### src/rtl/hood_pkg.sv
`default_nettype none
// ============================================================================
//  Module      : hood_pkg
//  Description : Shared encodings for the range-hood mode sequencer.
//                Contains the mode codes, the state_code constants that the
//                work-time block also decodes, and per-mode decode helpers.
//  Revision    : 1.0  initial release
// ============================================================================
package hood_pkg;

    typedef enum logic [2:0] {
        MODE_OFF   = 3'd0,
        MODE_STBY  = 3'd1,
        MODE_MENU  = 3'd2,
        MODE_L1    = 3'd3,
        MODE_L2    = 3'd4,
        MODE_L3    = 3'd5,
        MODE_COOL  = 3'd6,
        MODE_CLEAN = 3'd7
    } mode_t;

    localparam logic [1:0] SC_IDLE  = 2'b00;
    localparam logic [1:0] SC_MENU  = 2'b01;
    localparam logic [1:0] SC_RUN   = 2'b10;
    localparam logic [1:0] SC_CLEAN = 2'b11;

    // state_code presented to the work-time block for a given mode
    function automatic logic [1:0] state_code_of(input mode_t m);
        case (m)
            MODE_MENU:                         state_code_of = SC_MENU;
            MODE_L1, MODE_L2, MODE_L3,
            MODE_COOL:                         state_code_of = SC_RUN;
            MODE_CLEAN:                        state_code_of = SC_CLEAN;
            default:                           state_code_of = SC_IDLE;
        endcase
    endfunction

    // motor speed for a given mode; cooldown runs at level 2, self-clean at 3
    function automatic logic [1:0] fan_level_of(input mode_t m);
        case (m)
            MODE_L1:                 fan_level_of = 2'd1;
            MODE_L2, MODE_COOL:      fan_level_of = 2'd2;
            MODE_L3, MODE_CLEAN:     fan_level_of = 2'd3;
            default:                 fan_level_of = 2'd0;
        endcase
    endfunction

endpackage
`default_nettype wire

### src/rtl/sec_countdown.sv
`default_nettype none
// ============================================================================
//  Module      : sec_countdown
//  Description : Tick prescaler plus loadable seconds down-counter.
//                Ports: clk, reset (sync, active-high), clear (zero count and
//                prescaler), load/load_val (start a countdown, prescaler
//                cleared), tick (100 Hz strobe); count (seconds remaining),
//                expire (combinational: the current edge ends the countdown).
//  Revision    : 1.0  initial release
// ============================================================================
module sec_countdown #(
    parameter int TICKS_PER_SEC = 100,
    parameter int CNT_W         = 8
) (
    input  logic             clk,
    input  logic             reset,
    input  logic             clear,
    input  logic             load,
    input  logic [CNT_W-1:0] load_val,
    input  logic             tick,
    output logic [CNT_W-1:0] count,
    output logic             expire
);

    localparam int               c_PS_W   = (TICKS_PER_SEC > 1) ? $clog2(TICKS_PER_SEC) : 1;
    localparam logic [c_PS_W-1:0] c_PS_MAX = c_PS_W'(TICKS_PER_SEC - 1);
    localparam logic [CNT_W-1:0]  c_ONE    = CNT_W'(1);

    logic [c_PS_W-1:0] r_presc;
    logic [CNT_W-1:0]  r_count;
    logic              w_sec_strobe;

    // the prescaler only advances while a countdown is running, so it reads
    // as zero in every state that has no countdown
    assign w_sec_strobe = tick && (r_presc == c_PS_MAX) && (r_count != '0);
    assign expire       = w_sec_strobe && (r_count == c_ONE);
    assign count        = r_count;

    always_ff @(posedge clk) begin
        if (reset || clear) begin
            r_presc <= '0;
            r_count <= '0;
        end else if (load) begin
            r_presc <= '0;
            r_count <= load_val;
        end else if (r_count == '0) begin
            r_presc <= '0;
        end else if (tick) begin
            if (w_sec_strobe) begin
                r_presc <= '0;
                r_count <= r_count - c_ONE;
            end else begin
                r_presc <= r_presc + c_PS_W'(1);
            end
        end
    end

endmodule
`default_nettype wire

### src/rtl/hood_mode_ctrl.sv
`default_nettype none
// ============================================================================
//  Module      : hood_mode_ctrl
//  Description : Range-hood operating-mode sequencer. Turns debounced button
//                pulses into the mode FSM and owns the hurricane, cooldown
//                and self-clean timers.
//                Inputs : clk, reset, tick_100hz, power_on, btn_menu, btn_l1,
//                         btn_l2, btn_l3, btn_clean
//                Outputs: mode, state_code, fan_level, countdown, hurr_used,
//                         clean_done (all registered)
//  Revision    : 1.0  initial release
// ============================================================================
module hood_mode_ctrl
    import hood_pkg::*;
#(
    parameter int TICKS_PER_SEC = 100,
    parameter int HURR_SEC      = 60,
    parameter int COOL_SEC      = 60,
    parameter int CLEAN_SEC     = 180,
    parameter int CNT_W         = 8
) (
    input  logic             clk,
    input  logic             reset,
    input  logic             tick_100hz,
    input  logic             power_on,
    input  logic             btn_menu,
    input  logic             btn_l1,
    input  logic             btn_l2,
    input  logic             btn_l3,
    input  logic             btn_clean,
    output logic [2:0]       mode,
    output logic [1:0]       state_code,
    output logic [1:0]       fan_level,
    output logic [CNT_W-1:0] countdown,
    output logic             hurr_used,
    output logic             clean_done
);

    mode_t            r_mode;
    mode_t            w_mode_nxt;
    logic [1:0]       r_state_code;
    logic [1:0]       r_fan_level;
    logic             r_hurr_used;
    logic             r_clean_done;

    logic             w_load;
    logic [CNT_W-1:0] w_load_val;
    logic             w_clear;
    logic             w_hurr_set;
    logic             w_clean_pulse;
    logic             w_expire;

    sec_countdown #(
        .TICKS_PER_SEC (TICKS_PER_SEC),
        .CNT_W         (CNT_W)
    ) u_sec_countdown (
        .clk      (clk),
        .reset    (reset),
        .clear    (w_clear),
        .load     (w_load),
        .load_val (w_load_val),
        .tick     (tick_100hz),
        .count    (countdown),
        .expire   (w_expire)
    );

    always_ff @(posedge clk) begin
        if (reset) begin
            r_mode       <= MODE_OFF;
            r_state_code <= SC_IDLE;
            r_fan_level  <= 2'd0;
            r_hurr_used  <= 1'b0;
            r_clean_done <= 1'b0;
        end else begin
            r_mode       <= w_mode_nxt;
            r_state_code <= state_code_of(w_mode_nxt);
            r_fan_level  <= fan_level_of(w_mode_nxt);
            r_clean_done <= w_clean_pulse;
            if (w_clear)
                r_hurr_used <= 1'b0;
            else if (w_hurr_set)
                r_hurr_used <= 1'b1;
        end
    end

    // Button priority is menu > clean > l3 > l2 > l1; a winner that the
    // current mode ignores still swallows the lower buttons of that clock.
    always_comb begin
        w_mode_nxt    = r_mode;
        w_load        = 1'b0;
        w_load_val    = '0;
        w_clear       = 1'b0;
        w_hurr_set    = 1'b0;
        w_clean_pulse = 1'b0;
        if (!power_on) begin
            w_mode_nxt = MODE_OFF;
            w_clear    = 1'b1;
        end else begin
            case (r_mode)
                MODE_OFF:  w_mode_nxt = MODE_STBY;
                MODE_STBY: if (btn_menu) w_mode_nxt = MODE_MENU;
                MODE_MENU: begin
                    if (btn_menu) begin
                        w_mode_nxt = MODE_STBY;
                    end else if (btn_clean) begin
                        w_mode_nxt = MODE_CLEAN;
                        w_load     = 1'b1;
                        w_load_val = CNT_W'(CLEAN_SEC);
                    end else if (btn_l3) begin
                        if (!r_hurr_used) begin
                            w_mode_nxt = MODE_L3;
                            w_load     = 1'b1;
                            w_load_val = CNT_W'(HURR_SEC);
                            w_hurr_set = 1'b1;
                        end
                    end else if (btn_l2) begin
                        w_mode_nxt = MODE_L2;
                    end else if (btn_l1) begin
                        w_mode_nxt = MODE_L1;
                    end
                end
                MODE_L1, MODE_L2: begin
                    if (btn_menu)
                        w_mode_nxt = MODE_STBY;
                    else if (btn_clean || btn_l3)
                        w_mode_nxt = r_mode;
                    else if (btn_l2)
                        w_mode_nxt = MODE_L2;
                    else if (btn_l1)
                        w_mode_nxt = MODE_L1;
                end
                MODE_L3: begin
                    // menu beats a same-clock expiry; the load overrides the decrement
                    if (btn_menu) begin
                        w_mode_nxt = MODE_COOL;
                        w_load     = 1'b1;
                        w_load_val = CNT_W'(COOL_SEC);
                    end else if (w_expire) begin
                        w_mode_nxt = MODE_L2;
                    end
                end
                MODE_COOL: if (w_expire) w_mode_nxt = MODE_STBY;
                MODE_CLEAN: begin
                    if (w_expire) begin
                        w_mode_nxt    = MODE_STBY;
                        w_clean_pulse = 1'b1;
                    end
                end
                default: w_mode_nxt = MODE_OFF;
            endcase
        end
    end

    assign mode       = r_mode;
    assign state_code = r_state_code;
    assign fan_level  = r_fan_level;
    assign hurr_used  = r_hurr_used;
    assign clean_done = r_clean_done;

endmodule
`default_nettype wire

### config.mk
export PLATFORM = sky130hd
export DESIGN_NAME = hood_mode_ctrl
export DESIGN_NICKNAME = d
export VERILOG_FILES = /design/src/rtl/hood_pkg.sv /design/src/rtl/sec_countdown.sv /design/src/rtl/hood_mode_ctrl.sv
export SDC_FILE = /design/constraint.sdc
export NUM_CORES = 1
export LEC_CHECK = 0
export ABC_AREA = 0
export CORE_MARGIN = 5
export CORE_UTILIZATION = 35
export CTS_CLUSTER_DIAMETER = 30
export DETAILED_ROUTE_END_ITERATION = 6
export HOLD_SLACK_MARGIN = 0.08
export PLACE_DENSITY = 0.55
export SLEW_MARGIN = 10
export SYNTH_ARGS = -nofsm -noshare
export SYNTH_HDL_FRONTEND = slang
export SYNTH_SLANG_ARGS = --single-unit
export TNS_END_PERCENT = 100
### constraint.sdc
create_clock -name clk -period 2.6 [get_ports clk]
set_input_delay 0.39 -clock clk [delete_from_list [all_inputs] [get_ports clk]]
set_output_delay 0.39 -clock clk [all_outputs]
set_load 0.02 [all_outputs]
==> metrics.md, run 1 <==
| Metric | Value |
|---|---|
| IO Pins | 26 |
| Worst EP arrival | around 2.7 ns |
| First-pass DRT Iterations | 4 |
| Worst setup slack after placement | approximately 0.21 ns |
| Final Power | between 0.5 and 0.6 mW |
| Avg Cell Area, Syn | 8.50 sq um |
| PD cells | about 370 nW/um^2 |
| Final WL | 2.65 mm |
| First-pass GRT wire length | just over 5 mm |
| Sequential share of the synthesized area | 0.382 |
| Clk_skew | about 0.0095 ns |
| Max-slew violation count | 0 |
| Final routed DRC violation total | 0 |
| Die ar. | 4890 sq um |
| Largest stage delay, worst path | 0.49 ns |
| Worst setup EP type | flip-flop |
| Core area | between 3000 and 4000 sq um |
| Share of synthesized registers carrying an async set or reset | 0 |
| WS Path Type | reg -> reg |
| Fin nets | 190 |
| Synth unique cells | 40 |
| Crit share post-route | 0.927 |
| Initial detailed-routing violation count | 21 |
| Post-Syn Instances | between 100 and 150 |
| Htree depth | 1 |
| Critical path, cell by cell | inv_1, ha_1, or4b_1, or4_4, nand3b_2, nand2_1, a22oi_4, mux2i_1 |
| Die X | between 60 and 70 um |
| Vias in the first global route | 1155 |
| Cts repair resizes | 0 |
| Status | completed |
| Setup crit start kind | flip-flop |
| Setup TNS | 0 ns |
| Period minus WS final | 2.41 ns |
| Post-Syn Nets | 160 |
| Most frequent cells in the layout | 25 x clkdlybuf4s50_1, 24 x dfxtp_1, 20 x nor2_1, 13 x nand2_1, 8 x xor2_1 |
| Vias per cell | about 5 |
| CTS Sinks | 24 |
| Antenna cells | 0 |
| Hold crit path type | reg -> reg |
| Average routed wire per standard cell | 11.9 um |
| Maximum vdd ir drop | between 0.15 and 0.2 mV |
| Pleak | about 0.54 nW |
| Rows | 21 |
| CTS tree | built |
| CP max stage cell | or4b_1 |
| Area Growth Syn to Fin | 27.5% |
| Hpwl dp | between 2 and 2.5 mm |
| Leading cell type in the layout, fill and taps excluded | clkdlybuf4s50_1 |
| Gr ovfl total | 0 |
| Delay-heaviest family, CP | simple AND/OR/NAND/NOR gates |
| Starting Density | 0.368 |
| Worst-Margin Slew | 0.455 ns |
| EDFF count, synth | 0 |
| Ys Warns | 0 |
| Clock buffer depth | 2 |
| Top_reg_cell synth | dfxtp_1 |
| Worst setup margin | 0.190 ns |
| Routability cong. | 0.835 |
| Fillers | 339 |
| Initial antenna violation count | 0 |
| Root buffer cell | clkbuf_4 |
| Port-buffer cells | 25 |
| Slew Limit Headroom | 0.693 |
| Max cap viols | 0 |
| Die height | approximately 70 um |
| Max FO, Critical Path | 6 |
| Post-CTS Setup Bufs | 0 |
| Number of CTS-inserted buffers | 3 |
| Worst Path Buf+Inv | 1 |
| CTS Hold Bufs | 0 |
| Clock transition at the registers of the reported paths | approximately 0.12 ns |
| RSZ-0062 raised after global routing | false |
| Final hold violation count | 0 |
| Final ANT Viol Nets | 0 |
| Post-Syn Area | ~1300 sq um |
| GRT Util Overall | 0.123 |
| DR vias | 1091 |
| Share of cells above drive strength 1 | 0.0909 |
| Pin count of the biggest net entering global routing | 13 |
| Number of synthesized register bits | 24 |
| Clk_lat worst skew | 0.31 ns |
| Max Fclk | 415 MHz |
| Required @ worst endpoint | roughly 2.8 ns |
| Finish-stage setup viols | 0 |
==> registers in the layout, indices dropped and copies added (netlist names) <==
name and count:
clean_done 1, fan_level 2, hurr_used 1, mode 3, state_code 2, u_sec_countdown.count 8
u_sec_countdown.r_presc 7
==> cells by family (layout without fill, tap and decap cells) <==
family                   count (synthesis)  after routing  synth area share
XOR/XNOR                                13             13            0.0905
multiplexers                             2              2            0.0199
adder cells (fa/ha/maj)                  3              3            0.0299
AO/OA/AOI/OAI                           25             25             0.141
flip-flops                              24             24             0.382
buffers and inverters                   12             40            0.0388
AND/OR/NAND/NOR                         69             69             0.298
==> synth_stat cells (all sizes together), types with 4 or more instances <==
| master | instances | share of area |
|---|---|---|
| xor2 | 8 | 0.056 |
| xnor2 | 5 | 0.035 |
| clkbuf | 4 | 0.012 |
| o21ai | 4 | 0.016 |
| a211oi | 4 | 0.024 |
| nand2 | 13 | 0.039 |
| nor4b | 4 | 0.028 |
| a21oi | 7 | 0.031 |
| nand2b | 4 | 0.020 |
| nand3 | 7 | 0.028 |
| dfxtp | 24 | 0.38 |
| inv | 7 | 0.021 |
| nor2 | 20 | 0.060 |
==> stage by stage <==
stage                     area [sq um]  cells  utilization  hold WS, ns
after floorplan                   1260    148            -        0.484
after global placement            1580    219        0.463        0.509
after detailed placement          1580    219        0.463        0.515
after CTS                         1600    222        0.469        0.546
after global routing              1600    222        0.469        0.579
final                             1600    222        0.469        0.539
==> where the power goes <==
part	leakage (nW)	switching, mW	internal [mW]
clock	0.0138	0.101	0.0541
sequential	0.194	0.00430	0.370
combinational	0.329	0.0278	0.0298
==> cell type report <==
cell class              instances  area [sq um]  area share
repair buffers                 30           288       0.180
flip-flops and latches         24           480       0.300
well taps                      46          57.6      0.0359
inverters                       7          26.3      0.0164
multi-input cells             112           728       0.454
clock buffers                   3          22.5      0.0141
==> routing by layer <==
| layer | vias up | share of wire | GRT usage |
|---|---|---|---|
| met3 | 8 | 0.032 | 0.0273 |
| met4 | 0 | 0.028 | 0.0660 |
| met2 | 18 | 0.47 | 0.201 |
| li1 | 574 | - | - |
| met1 | 491 | 0.47 | 0.148 |
| met5 | - | 0 | 0 |
==> worst reg2reg max path, cell delays in order (launching register included) <==
cell and delay, ns:
dfxtp_1 0.43, inv_1 0.06, ha_1 0.27, or4b_1 0.49, or4_4 0.47, nand3b_2 0.09
nand2_1 0.09, a22oi_4 0.25, mux2i_1 0.19
==> path summary, 6_finish.rpt <==
| kind | start | to | slack, ns | depth (start not counted) |
|---|---|---|---|---|
| worst max-delay path | u_sec_countdown.count[0]$_SDFFE_PP0P_ | state_code[0]$_SDFF_PP0_ | 0.19 | 8 |
| worst min register to register | u_sec_countdown.r_presc[6]$_SDFFE_PP0P_ | u_sec_countdown.r_presc[6]$_SDFFE_PP0P_ | 0.54 | 2 |
| worst max register to register | u_sec_countdown.count[0]$_SDFFE_PP0P_ | state_code[0]$_SDFF_PP0_ | 0.19 | 8 |
| worst min-delay path | u_sec_countdown.r_presc[6]$_SDFFE_PP0P_ | u_sec_countdown.r_presc[6]$_SDFFE_PP0P_ | 0.54 | 2 |
No activity file was read; power rests on OpenSTA's default activity.
==> run 2, diff against run 1 <==
Settings changed: CORE_MARGIN 5 to not set, PLACE_DENSITY 0.55 to 0.57.
Clock period 2.6 ns to 2.15 ns, I/O delays scaled along.
==> run 2 against run 1 <==
Net effect: the flow now finishes with violations (setup timing); clock-buffer cell count unchanged; clock power is 110% higher; total power increased by 46%; global-route usage up 4.4 points; cell count rose by 6.8%; largest cell class unchanged; final area rose by 12%; non-clock buffer count up 14; die area is 22% lower; via count rose by 8.1%.
==> metrics.md, run 2 (synthesis results as in run 1) <==
| Metric | Value |
|---|---|
| Initial detailed-routing violation count | 52 |
| Finish-stage setup viols | 2 |
| Final WL | around 3.0 mm |
| DP Area | 1690 sq um |
| Period minus WS final | about 2.2 ns |
| Final hold violation count | 0 |
| Clk_lat worst skew | approximately 0.32 ns |
| Average routed wire per standard cell | 12.5 um |
| First-pass GRT wire length | between 4 and 5 mm |
| CTS Sinks | 24 |
| Hpwl dp | approximately 2.3 mm |
| Fin nets | 204 |
| Setup crit start kind | flip-flop |
| IO Pins | 26 |
| Rows | 21 |
| Clock transition at the registers of the reported paths | 0.14 ns |
| Hold crit path type | reg -> reg |
| Status | complete, but fails checks |
| Max-slew violation count | 0 |
| Gr ovfl total | 0 |
| Starting Density | 0.371 |
| Worst setup EP type | flip-flop |
| Crit share post-route | 1.03 |
| Antenna cells | 0 |
| GRT Util Overall | 0.167 |
| Max FO, Critical Path | 5 |
| Pin count of the biggest net entering global routing | 15 |
| Finished Cell Area | ~1800 sq um |
| Slew Limit Headroom | 0.679 |
| Area Growth Syn to Fin | 42.4% |
| WS Path Type | reg -> reg |
| Die X | between 60 and 70 um |
| Maximum vdd ir drop | 0.324 mV |
| CTS tree | built |
| Die ar. | around 3800 sq um |
| Share of cells above drive strength 1 | 0.215 |
| RSZ-0062 raised after global routing | true |
| Setup TNS | -0.0942 ns |
| Worst-Margin Slew | approximately 0.47 ns |
| PD cells | 480 nW/um^2 |
| Required @ worst endpoint | between 2 and 2.5 ns |
| CTS Hold Bufs | 0 |
| Vias per cell | between 4 and 5 |
| Worst setup margin | -0.0707 ns |
| Max reg flops | 8 |
| Routability cong. | approximately 0.79 |
| Max cap viols | 0 |
| Leading cell type in the layout, fill and taps excluded | clkdlybuf4s50_1 |
| Htree depth | 1 |
| Most frequent cells in the layout | 25 x clkdlybuf4s50_1, 22 x dfxtp_1, 20 x nor2_1, 19 x buf_4, 12 x nand2_1 |
| Initial antenna violation count | 0 |
| Finished Layout Cells | ~240 |
| Clk_skew | about 0.011 ns |
| First-pass DRT Iterations | 4 |
| Placed insts | roughly 230 |
| Root buffer cell | clkbuf_4 |
| Clock buffer depth | 2 |
| Final routed DRC violation total | 0 |
| Worst setup slack after placement | -0.0606 ns |
| Number of CTS-inserted buffers | 3 |
| Vias in the first global route | ~1100 |
| Worst EP arrival | 2.47 ns |
| Pleak | 0.646 nW |
| Failing checks | setup timing |
| Max Fclk | 450 MHz |
| Final ANT Viol Nets | 0 |
| Port-buffer cells | 25 |
| Die height | between 60 and 70 um |
| DR vias | between 1000 and 1500 |
| Core area | between 3000 and 4000 sq um |
==> run 2: report_power, final <==
group	switching [mW]	internal (mW)
sequential	0.00574	0.445
combinational	0.0363	0.0434
clock	0.141	0.188
total	0.183	0.677
==> run 2: worst paths after layout <==
check,cells past startpoint,from,to,slack [ns]
worst max register to register,8,u_sec_countdown.count[1]$_SDFFE_PP0P_,state_code[0]$_SDFF_PP0_,-0.07
worst min register to register,2,u_sec_countdown.r_presc[6]$_SDFFE_PP0P_,u_sec_countdown.r_presc[6]$_SDFFE_PP0P_,0.55
worst min-delay path,2,u_sec_countdown.r_presc[6]$_SDFFE_PP0P_,u_sec_countdown.r_presc[6]$_SDFFE_PP0P_,0.55
worst max-delay path,8,u_sec_countdown.count[1]$_SDFFE_PP0P_,state_code[0]$_SDFF_PP0_,-0.07
==> run 2: metal layers <==
metal,routed length (um),global-route usage,part of all wire
met1,1360,0.192,0.46
met2,1460,0.302,0.49
met3,81,0.0352,0.027
met4,70,0.0603,0.024
met5,0,0,0
==> run 2: cell type report <==
cell class | instances | area [sq um]
multi-input cells | 112 | 771
clock buffers | 3 | 22.5
well taps | 46 | 57.6
clock inverters | 1 | 30.0
flip-flops and latches | 24 | 488
inverters | 7 | 28.8
fillers | 321 | 1600
repair buffers | 44 | 393
==> run 2: per-stage QoR <==
stage	hold slack (ns)	util	total power [mW]
after global placement	0.516	0.498	0.534
after global routing	0.594	0.528	0.894
final	0.555	0.528	0.859
after detailed placement	0.522	0.498	0.536
after floorplan	0.480	-	0.494
after CTS	0.561	0.528	0.872
==> run 2: repair_timing <==
action,4_1_cts,5_1_grt
setup buffers,1,0
hold endpoints to repair,0,0
setup endpoints to repair,5,10
gates resized for setup,9,1
pin swaps,2,2
==> run 2: worst max-delay path, cell delays in order (launching register included) <==
cell	delay, ns
dfxtp_4	0.38
inv_4	0.04
ha_4	0.14
or4b_4	0.48
or4_4	0.49
nand3b_4	0.10
nand2_2	0.07
a22oi_4	0.24
mux2i_1	0.20
==> run 3, diff against run 2 <==
Settings changed: CORE_ASPECT_RATIO set to 0.5.
==> run 3 against run 2 <==
Net effect: non-clock buffer count is 1 lower; sequential share of layout area shrank 0.25 points; core utilization grew 3.5 points; largest cell class unchanged; via count shrank 2.7%; flip-flop and latch count stayed put; register-to-register slack hardly changed; clock-buffer cell count increased by 1; highest routed layer unchanged; clock skew down 0.0046 ns; first-iteration DRC count down 27%; the flow still finishes with violations (setup timing).
==> metrics.md, run 3 (synthesis results as in run 1) <==
| Metric | Value |
|---|---|
| Max-slew violation count | 0 |
| Leading cell type in the layout, fill and taps excluded | clkdlybuf4s50_1 |
| Final routed DRC violation total | 0 |
| Finished Layout Cells | 238 |
| Starting Density | 0.392 |
| Flop pwr share | 0.507 |
| Pin count of the biggest net entering global routing | 15 |
| Max cap viols | 0 |
| Slew Limit Headroom | 0.702 |
| Finish-stage setup viols | 3 |
| Net Sw Frac | 0.219 |
| Hold crit path type | reg -> reg |
| Die height | 44.4 um |
| Area Growth Syn to Fin | 43.7% |
| Hold Slack | 0.539 ns |
| Hpwl dp | 2.09 mm |
| P_int | slightly below 0.7 mW |
| WS Path Type | reg -> reg |
| Routability cong. | between 0.7 and 0.8 |
| Setup crit start kind | flip-flop |
| Required @ worst endpoint | 2.32 ns |
| IO Pins | 26 |
| Clock buffer depth | 2 |
| Worst EP arrival | 2.41 ns |
| Die X | 86.8 um |
| Finished Cell Area | between 1500 and 2000 sq um |
| CTS tree | built |
| First-pass GRT wire length | about 4.6 mm |
| Number of CTS-inserted buffers | 3 |
| First-pass DRT Iterations | 4 |
| Clk_lat worst skew | ~0.27 ns |
| Vias per cell | a little under 5 |
| Final WL | 2.79 mm |
| Max Fclk | 448 MHz |
| Failing checks | setup timing |
| Core Util, Final | 0.564 |
| Clock transition at the registers of the reported paths | ~0.09 ns |
| Status | complete, but fails checks |
| Initial antenna violation count | 0 |
| Worst-Margin Slew | roughly 0.44 ns |
| Switching pwr | 0.195 mW |
| Part of the power in the clock network | 0.398 |
| Average routed wire per standard cell | about 12 um |
| Antenna cells | 0 |
| Vias in the first global route | between 1000 and 1500 |
| Port-buffer cells | 25 |
| GRT Util Overall | 0.155 |
| RSZ-0062 raised after global routing | true |
| Share of cells above drive strength 1 | 0.226 |
| Rows | 14 |
| Fin nets | just over 200 |
| Maximum vdd ir drop | 0.259 mV |
| Max FO, Critical Path | 5 |
| DR vias | around 1100 |
| Worst setup EP type | flip-flop |
| Final hold violation count | 0 |
| Reg2reg setup slack | -0.08 ns |
| CTS Sinks | 24 |
| Period minus WS final | approximately 2.2 ns |
| Initial detailed-routing violation count | 38 |
| Worst setup margin | -0.0837 ns |
| Htree depth | 1 |
| PD cells | 491 nW/um^2 |
| Core area | roughly 3200 sq um |
| Final ANT Viol Nets | 0 |
| DP Area | approximately 1700 sq um |
| Crit share post-route | 1.04 |
| Clk_skew | 0.00644 ns |
| Logic pwr share | 0.095 |
| Die ar. | roughly 3900 sq um |
| Placed insts | about 230 |
| Max reg flops | 8 |
| Pleak | ~0.64 nW |
| Most frequent cells in the layout | 25 x clkdlybuf4s50_1, 22 x dfxtp_1, 20 x nor2_1, 18 x buf_4, 11 x nand2_1 |
| Gr ovfl total | 0 |
| Root buffer cell | clkbuf_8 |
| Fillers | just over 300 |
| CTS Hold Bufs | 0 |
==> run 3: cell count changes in the layout (fill, tap and decap cells not counted), sizes merged <==
cell,before,now
buf,19,18
bufinv,1,0
clkbuf,3,4
==> run 3: power by group through the flow <==
stage	combinational, mW	sequential, mW	clock [mW]
6_report	0.0840	0.450	0.353
5_1_grt	0.0912	0.451	0.379
4_1_cts	0.0776	0.449	0.358
3_5_place_dp	0.0755	0.460	0
3_3_place_gp	0.0756	0.460	0
2_1_floorplan	0.0350	0.459	0
==> run 3: worst paths after layout <==
kind | startpoint | to | depth (start not counted)
setup / recovery | u_sec_countdown.count[0]$_SDFFE_PP0P_ | mode[0]$_SDFF_PP0_ | 9
hold reg to reg | hurr_used$_SDFFE_PP0P_ | hurr_used$_SDFFE_PP0P_ | 2
setup reg to reg | u_sec_countdown.count[0]$_SDFFE_PP0P_ | mode[0]$_SDFF_PP0_ | 9
hold / removal | hurr_used$_SDFFE_PP0P_ | hurr_used$_SDFFE_PP0P_ | 2
==> run 3: worst max-delay path: stages, from the launching register on <==
cell and delay, ns:
dfxtp_4 0.36, inv_2 0.04, ha_4 0.15, or4b_1 0.45
or4_4 0.49, nand3b_4 0.11, nand2_2 0.07, a22oi_4 0.26
buf_4 0.16, nor2_1 0.03
==> run 3: layout make-up <==
class | instances | area [sq um] | share of cell area
multi-input cells | 112 | 781 | 0.432
flip-flops and latches | 24 | 488 | 0.270
repair buffers | 43 | 385 | 0.213
clock buffers | 4 | 66.3 | 0.0367
well taps | 48 | 60.1 | 0.0332
inverters | 7 | 26.3 | 0.0145
==> run 3: per-layer routing <==
metal	share of wire	routed length (um)	track usage	vias to the layer above
li1	-	-	-	601
met1	0.53	1490	0.221	522
met2	0.42	1180	0.233	20
met3	0.034	95	0.0448	4
met4	0.0079	22	0.0300	0
met5	0	0	0	-
==> run 3: repair_timing <==
action                                  in CTS  in global routing
resized for setup                            2                 10
pin swaps                                    0                  2
endpoints found under the setup margin       2                  5
buffers inserted                             0                  2
==> run 3: per-stage QoR <==
stage	setup TNS [ns]	total power, mW	setup WS [ns]
after floorplan	-0.0136	0.494	-0.0136
after global placement	-0.0207	0.536	-0.0207
after detailed placement	-0.0722	0.535	-0.0449
after CTS	-0.0343	0.885	-0.0286
after global routing	-0.469	0.921	-0.169
final	-0.151	0.887	-0.0837
